$ cat src/rtl/trinity_pkg.sv
// rtl/trinity_pkg.sv - shared types and constants for the trinity tile-link receiver
package trinity_pkg;

    // Default frame start marker
    localparam logic [7:0] SYNC_BYTE_DEFAULT = 8'hA5;

    // Receive framer states
    typedef enum logic [2:0] {
        ST_IDLE,
        ST_LEN,
        ST_PAYLOAD,
        ST_CHECK,
        ST_DROP
    } rx_state_t;

    // One payload FIFO entry: {last, data}
    typedef struct packed {
        logic       last;
        logic [7:0] data;
    } rx_entry_t;

endpackage

$ cat src/rtl/trinity_link_rx_fifo.sv
// rtl/trinity_link_rx_fifo.sv - payload FIFO with speculative write pointer, commit and rewind
//
// Ports:
//   clk, rst_n         clock, asynchronous active-low reset
//   wr_en, wr_entry    write one entry at the speculative write pointer
//   commit             publish all speculative writes to the reader
//   rewind             discard all speculative writes
//   rd_en              consumer accepts the head entry (ignored when empty)
//   rd_entry, rd_valid head entry and "committed data present"
//   free               entries still writable, measured against the read pointer
module trinity_link_rx_fifo
    import trinity_pkg::*;
#(
    parameter int DEPTH = 16
) (
    input  logic                     clk,
    input  logic                     rst_n,
    input  logic                     wr_en,
    input  rx_entry_t                wr_entry,
    input  logic                     commit,
    input  logic                     rewind,
    input  logic                     rd_en,
    output rx_entry_t                rd_entry,
    output logic                     rd_valid,
    output logic [$clog2(DEPTH):0]   free
);

    localparam int AW = $clog2(DEPTH);
    localparam int PW = AW + 1;

    rx_entry_t         mem [DEPTH];
    logic [PW-1:0]     rptr;
    logic [PW-1:0]     wptr_c;
    logic [PW-1:0]     wptr_s;
    logic [PW-1:0]     used;
    logic              full;

    // Pointers carry one extra wrap bit so full and empty are distinguishable
    assign used     = wptr_s - rptr;
    assign full     = (wptr_s[AW] != rptr[AW]) && (wptr_s[AW-1:0] == rptr[AW-1:0]);
    assign free     = full ? '0 : (PW'(DEPTH) - used);
    assign rd_valid = (rptr != wptr_c);
    assign rd_entry = mem[rptr[AW-1:0]];

    always_ff @(posedge clk) begin
        if (wr_en) begin
            mem[wptr_s[AW-1:0]] <= wr_entry;
        end
    end

    always_ff @(posedge clk or negedge rst_n) begin
        if (!rst_n) begin
            rptr   <= '0;
            wptr_c <= '0;
            wptr_s <= '0;
        end else begin
            if (rewind) begin
                wptr_s <= wptr_c;
            end else if (wr_en) begin
                wptr_s <= wptr_s + 1'b1;
            end
            if (commit) begin
                wptr_c <= wptr_s;
            end
            if (rd_en && rd_valid) begin
                rptr <= rptr + 1'b1;
            end
        end
    end

endmodule

$ cat src/rtl/trinity_link_rx.sv
// rtl/trinity_link_rx.sv - tile-link frame receiver: SYNC, LEN, payload, CHK into a committed FIFO
//
// Ports:
//   sys_clk, sys_rst_n         clock, asynchronous active-low reset
//   uii_link_in[7:0]           link byte sampled every cycle
//   rx_data, rx_last, rx_valid committed payload stream head; rx_ready accepts it
//   err_len, err_chk, err_ovf  one-cycle error pulses
//   rx_busy                    framer not idle
//   rx_frames, rx_errs         saturating statistics, only with TRINITY_LINK_RX_STATS_EN
module trinity_link_rx
    import trinity_pkg::*;
#(
    parameter int         FIFO_DEPTH = 16,
    parameter int         MAX_LEN    = 8,
    parameter logic [7:0] SYNC_BYTE  = SYNC_BYTE_DEFAULT
) (
    input  logic        sys_clk,
    input  logic        sys_rst_n,
    input  logic [7:0]  uii_link_in,
    output logic [7:0]  rx_data,
    output logic        rx_last,
    output logic        rx_valid,
    input  logic        rx_ready,
    output logic        err_len,
    output logic        err_chk,
    output logic        err_ovf,
    output logic        rx_busy
`ifdef TRINITY_LINK_RX_STATS_EN
    ,
    output logic [15:0] rx_frames,
    output logic [15:0] rx_errs
`endif
);

    localparam int PW = $clog2(FIFO_DEPTH) + 1;

    rx_state_t     state, state_d;
    logic [7:0]    cnt, cnt_d;
    logic [7:0]    chk, chk_d;
    logic          wr_en, commit, rewind;
    rx_entry_t     wr_entry, head;
    logic          head_valid;
    logic [PW-1:0] fifo_free;
    logic          len_err_d, chk_err_d, ovf_err_d;

    trinity_link_rx_fifo #(
        .DEPTH (FIFO_DEPTH)
    ) u_fifo (
        .clk      (sys_clk),
        .rst_n    (sys_rst_n),
        .wr_en    (wr_en),
        .wr_entry (wr_entry),
        .commit   (commit),
        .rewind   (rewind),
        .rd_en    (rx_ready),
        .rd_entry (head),
        .rd_valid (head_valid),
        .free     (fifo_free)
    );

    always_comb begin
        state_d       = state;
        cnt_d         = cnt;
        chk_d         = chk;
        wr_en         = 1'b0;
        wr_entry.last = (cnt == 8'd1);
        wr_entry.data = uii_link_in;
        commit        = 1'b0;
        rewind        = 1'b0;
        len_err_d     = 1'b0;
        chk_err_d     = 1'b0;
        ovf_err_d     = 1'b0;
        case (state)
            ST_IDLE: begin
                if (uii_link_in == SYNC_BYTE) begin
                    state_d = ST_LEN;
                end
            end
            ST_LEN: begin
                if (uii_link_in == 8'd0 || uii_link_in > 8'(MAX_LEN)) begin
                    len_err_d = 1'b1;
                    state_d   = ST_IDLE;
                end else begin
                    chk_d = uii_link_in;
                    // A read in this same cycle is deliberately not credited
                    if ({1'b0, uii_link_in} > 9'(fifo_free)) begin
                        ovf_err_d = 1'b1;
                        cnt_d     = uii_link_in + 8'd1;   // payload plus CHK
                        state_d   = ST_DROP;
                    end else begin
                        cnt_d   = uii_link_in;
                        state_d = ST_PAYLOAD;
                    end
                end
            end
            ST_PAYLOAD: begin
                wr_en = 1'b1;
                chk_d = chk ^ uii_link_in;
                cnt_d = cnt - 8'd1;
                if (cnt == 8'd1) begin
                    state_d = ST_CHECK;
                end
            end
            ST_CHECK: begin
                // Always back to IDLE: a SYNC_BYTE here never opens a frame
                if (uii_link_in == chk) begin
                    commit = 1'b1;
                end else begin
                    rewind    = 1'b1;
                    chk_err_d = 1'b1;
                end
                state_d = ST_IDLE;
            end
            ST_DROP: begin
                cnt_d = cnt - 8'd1;
                if (cnt == 8'd1) begin
                    state_d = ST_IDLE;
                end
            end
            default: state_d = ST_IDLE;
        endcase
    end

    always_ff @(posedge sys_clk or negedge sys_rst_n) begin
        if (!sys_rst_n) begin
            state   <= ST_IDLE;
            cnt     <= '0;
            chk     <= '0;
            err_len <= 1'b0;
            err_chk <= 1'b0;
            err_ovf <= 1'b0;
        end else begin
            state   <= state_d;
            cnt     <= cnt_d;
            chk     <= chk_d;
            err_len <= len_err_d;
            err_chk <= chk_err_d;
            err_ovf <= ovf_err_d;
        end
    end

    assign rx_busy  = (state != ST_IDLE);
    assign rx_valid = head_valid;
    // Storage is not reset, so the head is masked until committed data exists
    assign rx_data  = head_valid ? head.data : 8'h00;
    assign rx_last  = head_valid ? head.last : 1'b0;

`ifdef TRINITY_LINK_RX_STATS_EN
    always_ff @(posedge sys_clk or negedge sys_rst_n) begin
        if (!sys_rst_n) begin
            rx_frames <= '0;
            rx_errs   <= '0;
        end else begin
            if (commit && rx_frames != 16'hFFFF) begin
                rx_frames <= rx_frames + 16'd1;
            end
            if ((len_err_d || chk_err_d || ovf_err_d) && rx_errs != 16'hFFFF) begin
                rx_errs <= rx_errs + 16'd1;
            end
        end
    end
`endif

endmodule

$ cat config.mk
export PLATFORM = sky130hd
export DESIGN_NAME = trinity_link_rx
export DESIGN_NICKNAME = d
export VERILOG_FILES = /design/src/rtl/trinity_pkg.sv /design/src/rtl/trinity_link_rx_fifo.sv /design/src/rtl/trinity_link_rx.sv
export SDC_FILE = /design/constraint.sdc
export NUM_CORES = 1
export LEC_CHECK = 0
export ABC_AREA = 1
export CAP_MARGIN = 20
export CORE_ASPECT_RATIO = 1.4
export CORE_MARGIN = 3
export CORE_UTILIZATION = 50
export DETAILED_ROUTE_END_ITERATION = 8
export PLACE_DENSITY_LB_ADDON = 0.25
export SETUP_SLACK_MARGIN = 0.15
export SLEW_MARGIN = 20
export SYNTH_ARGS = -nofsm -noshare
export SYNTH_HDL_FRONTEND = slang
export SYNTH_SLANG_ARGS = --single-unit
$ cat constraint.sdc
create_clock -name sys_clk -period 3.45 [get_ports sys_clk]
set_input_delay 0.69 -clock sys_clk [delete_from_list [all_inputs] [get_ports sys_clk]]
set_output_delay 0.69 -clock sys_clk [all_outputs]
set_load 0.02 [all_outputs]
==> flow_metrics.env <==
export IMPL_synth_edf_count=144
export IMPL_yosysSeqAreaShare_pct=63.75
export IMPL_route_detailed_wl_per_inst_um=19.82
export IMPL_setup_tns_ps=0
export IMPL_final_min_clock_period_ps=3152
export IMPL_critical_path_arrival_ps=2460
export IMPL_setup_ws_ps=298.3
export IMPL_overflow=0
export IMPL_htreeDepth=4
export IMPL_rows=54
export IMPL_cts_sinks=181
export IMPL_grt_start_max_net_pins=63
export IMPL_die_area_um2=18070
export IMPL_routed_via_density=5.818
export IMPL_syn_inst=736
export IMPL_numCtsBuffers=17
export IMPL_antenna_found_initial=0
export IMPL_crit_path_start_kind="flop"
export IMPL_synth_ff_type="edfxtp_1"
export IMPL_skew_ps=7.041
export IMPL_p_leak_nw=3.640
export IMPL_dp_cells=949
export IMPL_synth_area_per_cell_um2=11.19
export IMPL_yosys_warnings=0
export IMPL_worstSetupEndpointType="output pin"
export IMPL_cts_root_buf="clkbuf_16"
export IMPL_hold_buffers=0
export IMPL_ys_top_cells_by_area="edfxtp_1 (53%), dfrtp_1 (11%), nor2_1 (5.5%)"
export IMPL_rsz0062_at_grt="true"
export IMPL_core_area_um2=15880
export IMPL_hold_class="primary input to asynchronous set/reset pin"
export IMPL_final_antenna_net_count=0
export IMPL_first_pass_iters=5
export IMPL_drt_iter0_drc=407
export IMPL_syn_area_um2=8235
export IMPL_die_x_um=114.5
export IMPL_drv_slew=0
export IMPL_dr_total_vias=5731
export IMPL_insertedDiodeCount=0
export IMPL_yosysTopAreaCellShare_pct=52.51
export IMPL_cts_tree="built"
export IMPL_yosysTopAreaCell="edfxtp_1"
export IMPL_nets=810
export IMPL_irDropWorstVdd_uv=446.9
export IMPL_r2r_cells=17
export IMPL_r2r_slack_ps=420
export IMPL_final_cells=985
export IMPL_ys_ff_latch=181
export IMPL_drive_gt1_share_pct=10.77
export IMPL_gp_congestion=0.8819
export IMPL_synth_async_sr_flop_share_pct=20.44
export IMPL_path_class="flop to output pin"
export IMPL_required_ps=2760
export IMPL_die_y_um=157.9
export IMPL_dp_hpwl_um=12350
export IMPL_syn_nets=770
export IMPL_final_common_cell="edfxtp_1"
export IMPL_setup_viol=0
export IMPL_grt_util_all_layers_pct=22.25
export IMPL_ctsLongestPathBuffers=2
export IMPL_drc=0
export IMPL_routed_wl_um=19520
export IMPL_grt_pass1_vias=5685
export IMPL_io_pins=25
export IMPL_clock_latency_ps=430
export IMPL_hold_viol_final=0
export IMPL_start_util_pct=51.87
export IMPL_outcome="finished, final reports clean"
export IMPL_slew_headroom_pct=31.65
export IMPL_pre_cts_ws_ps=368.3
export IMPL_maxCapViolations=0
export IMPL_critPathMaxFanout=36
export IMPL_cts_clk_slew_worst_paths_ps=60
export IMPL_grt_pass1_wl_um=30300
export IMPL_max_clock_freq_ghz=0.3173
export IMPL_min_period_over_period_pct=91.35
export IMPL_p_per_area_nw_per_um2=813.9
export IMPL_syn_to_final_growth_pct=14.31
export IMPL_portBuffers=24
export IMPL_total_power_w=0.007662
export IMPL_synthDistinctLibCells=39
export IMPL_layout_common_cells="edfxtp_1 (144), nor2_1 (121), nand2_1 (88)"
export IMPL_tightest_slew_ps=1021
[registers in the layout, indices dropped and copies added, names as in the netlist, 3 cells and up]
register	cells
u_fifo.rptr	5
u_fifo.wptr_c	5
u_fifo.wptr_s	5
chk	8
cnt	8
state	3
u_fifo.mem	144
[timing repair]
action / CTS / global route
buffers inserted: 0 / 1
gates cloned: 1 / 1
resized for setup: 8 / 7
setup endpoints to repair: 9 / 2
[logic make-up (layout without fill, tap and decap cells)]
logic type	count (synthesis)	count (layout)	share of synthesized area (%)
AO/OA/AOI/OAI	163	163	11.29
flip-flops	181	181	63.75
buffers and inverters	77	130	4.391
adder cells (fa/ha/maj)	23	23	3.585
XOR/XNOR	28	28	2.978
AND/OR/NAND/NOR	264	264	14.01
[metrics by stage]
stage,utilization (%),instance area (µm²),hold WS (ps)
5_1_grt,59.29,9414,400.3
2_1_floorplan,-,8235,394.4
4_1_cts,58.91,9354,370.9
3_5_place_dp,55.09,8747,483.8
3_3_place_gp,55.09,8747,484.8
6_report,59.29,9414,370.7
[cell type report]
cell class | instances | area, µm²
fillers | 1266 | 6464
flip-flops and latches | 181 | 5254
multi-input cells | 478 | 2624
repair buffers | 51 | 526.8
clock buffers | 19 | 432.9
well taps | 196 | 245.2
inverters | 47 | 185.2
clock inverters | 13 | 146.4
[path summary, 6_finish.rpt]
check / endpoint / start
setup / recovery: rx_data[7] / u_fifo.rptr[0]
setup reg to reg: cnt[0] / u_fifo.rptr[0]
hold / removal: chk[3] / sys_rst_n
max in group asynchronous: u_fifo.rptr[0] / sys_rst_n
hold reg to reg: err_len / state[1]
min in group sys_clk: err_len / state[1]
[cell usage after synthesis (4+ instances only)]
cell type	count
nor2_1	121
a31oi_1	7
nand3_1	25
nand2_2	5
o21ai_0	84
ha_1	22
o21ai_1	9
o22ai_1	26
nand2_4	4
buf_4	7
dfrtp_1	37
o211ai_1	18
inv_1	38
buf_2	15
nand2_1	88
inv_2	5
edfxtp_1	144
nand4_1	5
a21oi_1	12
nor3_1	6
clkbuf_1	5
xor2_1	22
xnor2_1	6
[metal layers]
metal	wire length [µm]	vias to the layer above	share of wire [%]	global-route usage (%)
li1	-	2670	-	-
met1	7771	2835	40	27.25
met2	10410	200	53	39.36
met3	1007	26	5.2	3.977
met4	335	0	1.7	7.923
met5	0	-	0	0
[power by group]
group          internal [W]  leakage, nW  switching, W
clock network       0.00108        0.276      0.000830
registers           0.00252         1.76      0.000201
logic               0.00118         1.61       0.00186
[worst max-delay path, stage by stage, from the launching register on]
cell           delay, ps
dfrtp_4              580
inv_2                180
bufbuf_16            370
nor2_1                60
o22ai_1              160
nand2_1               60
nand2_1               60
inv_1                 50
a21oi_1              140
dlygate4sd2_1        360
Power figures use the tool's default switching activity.
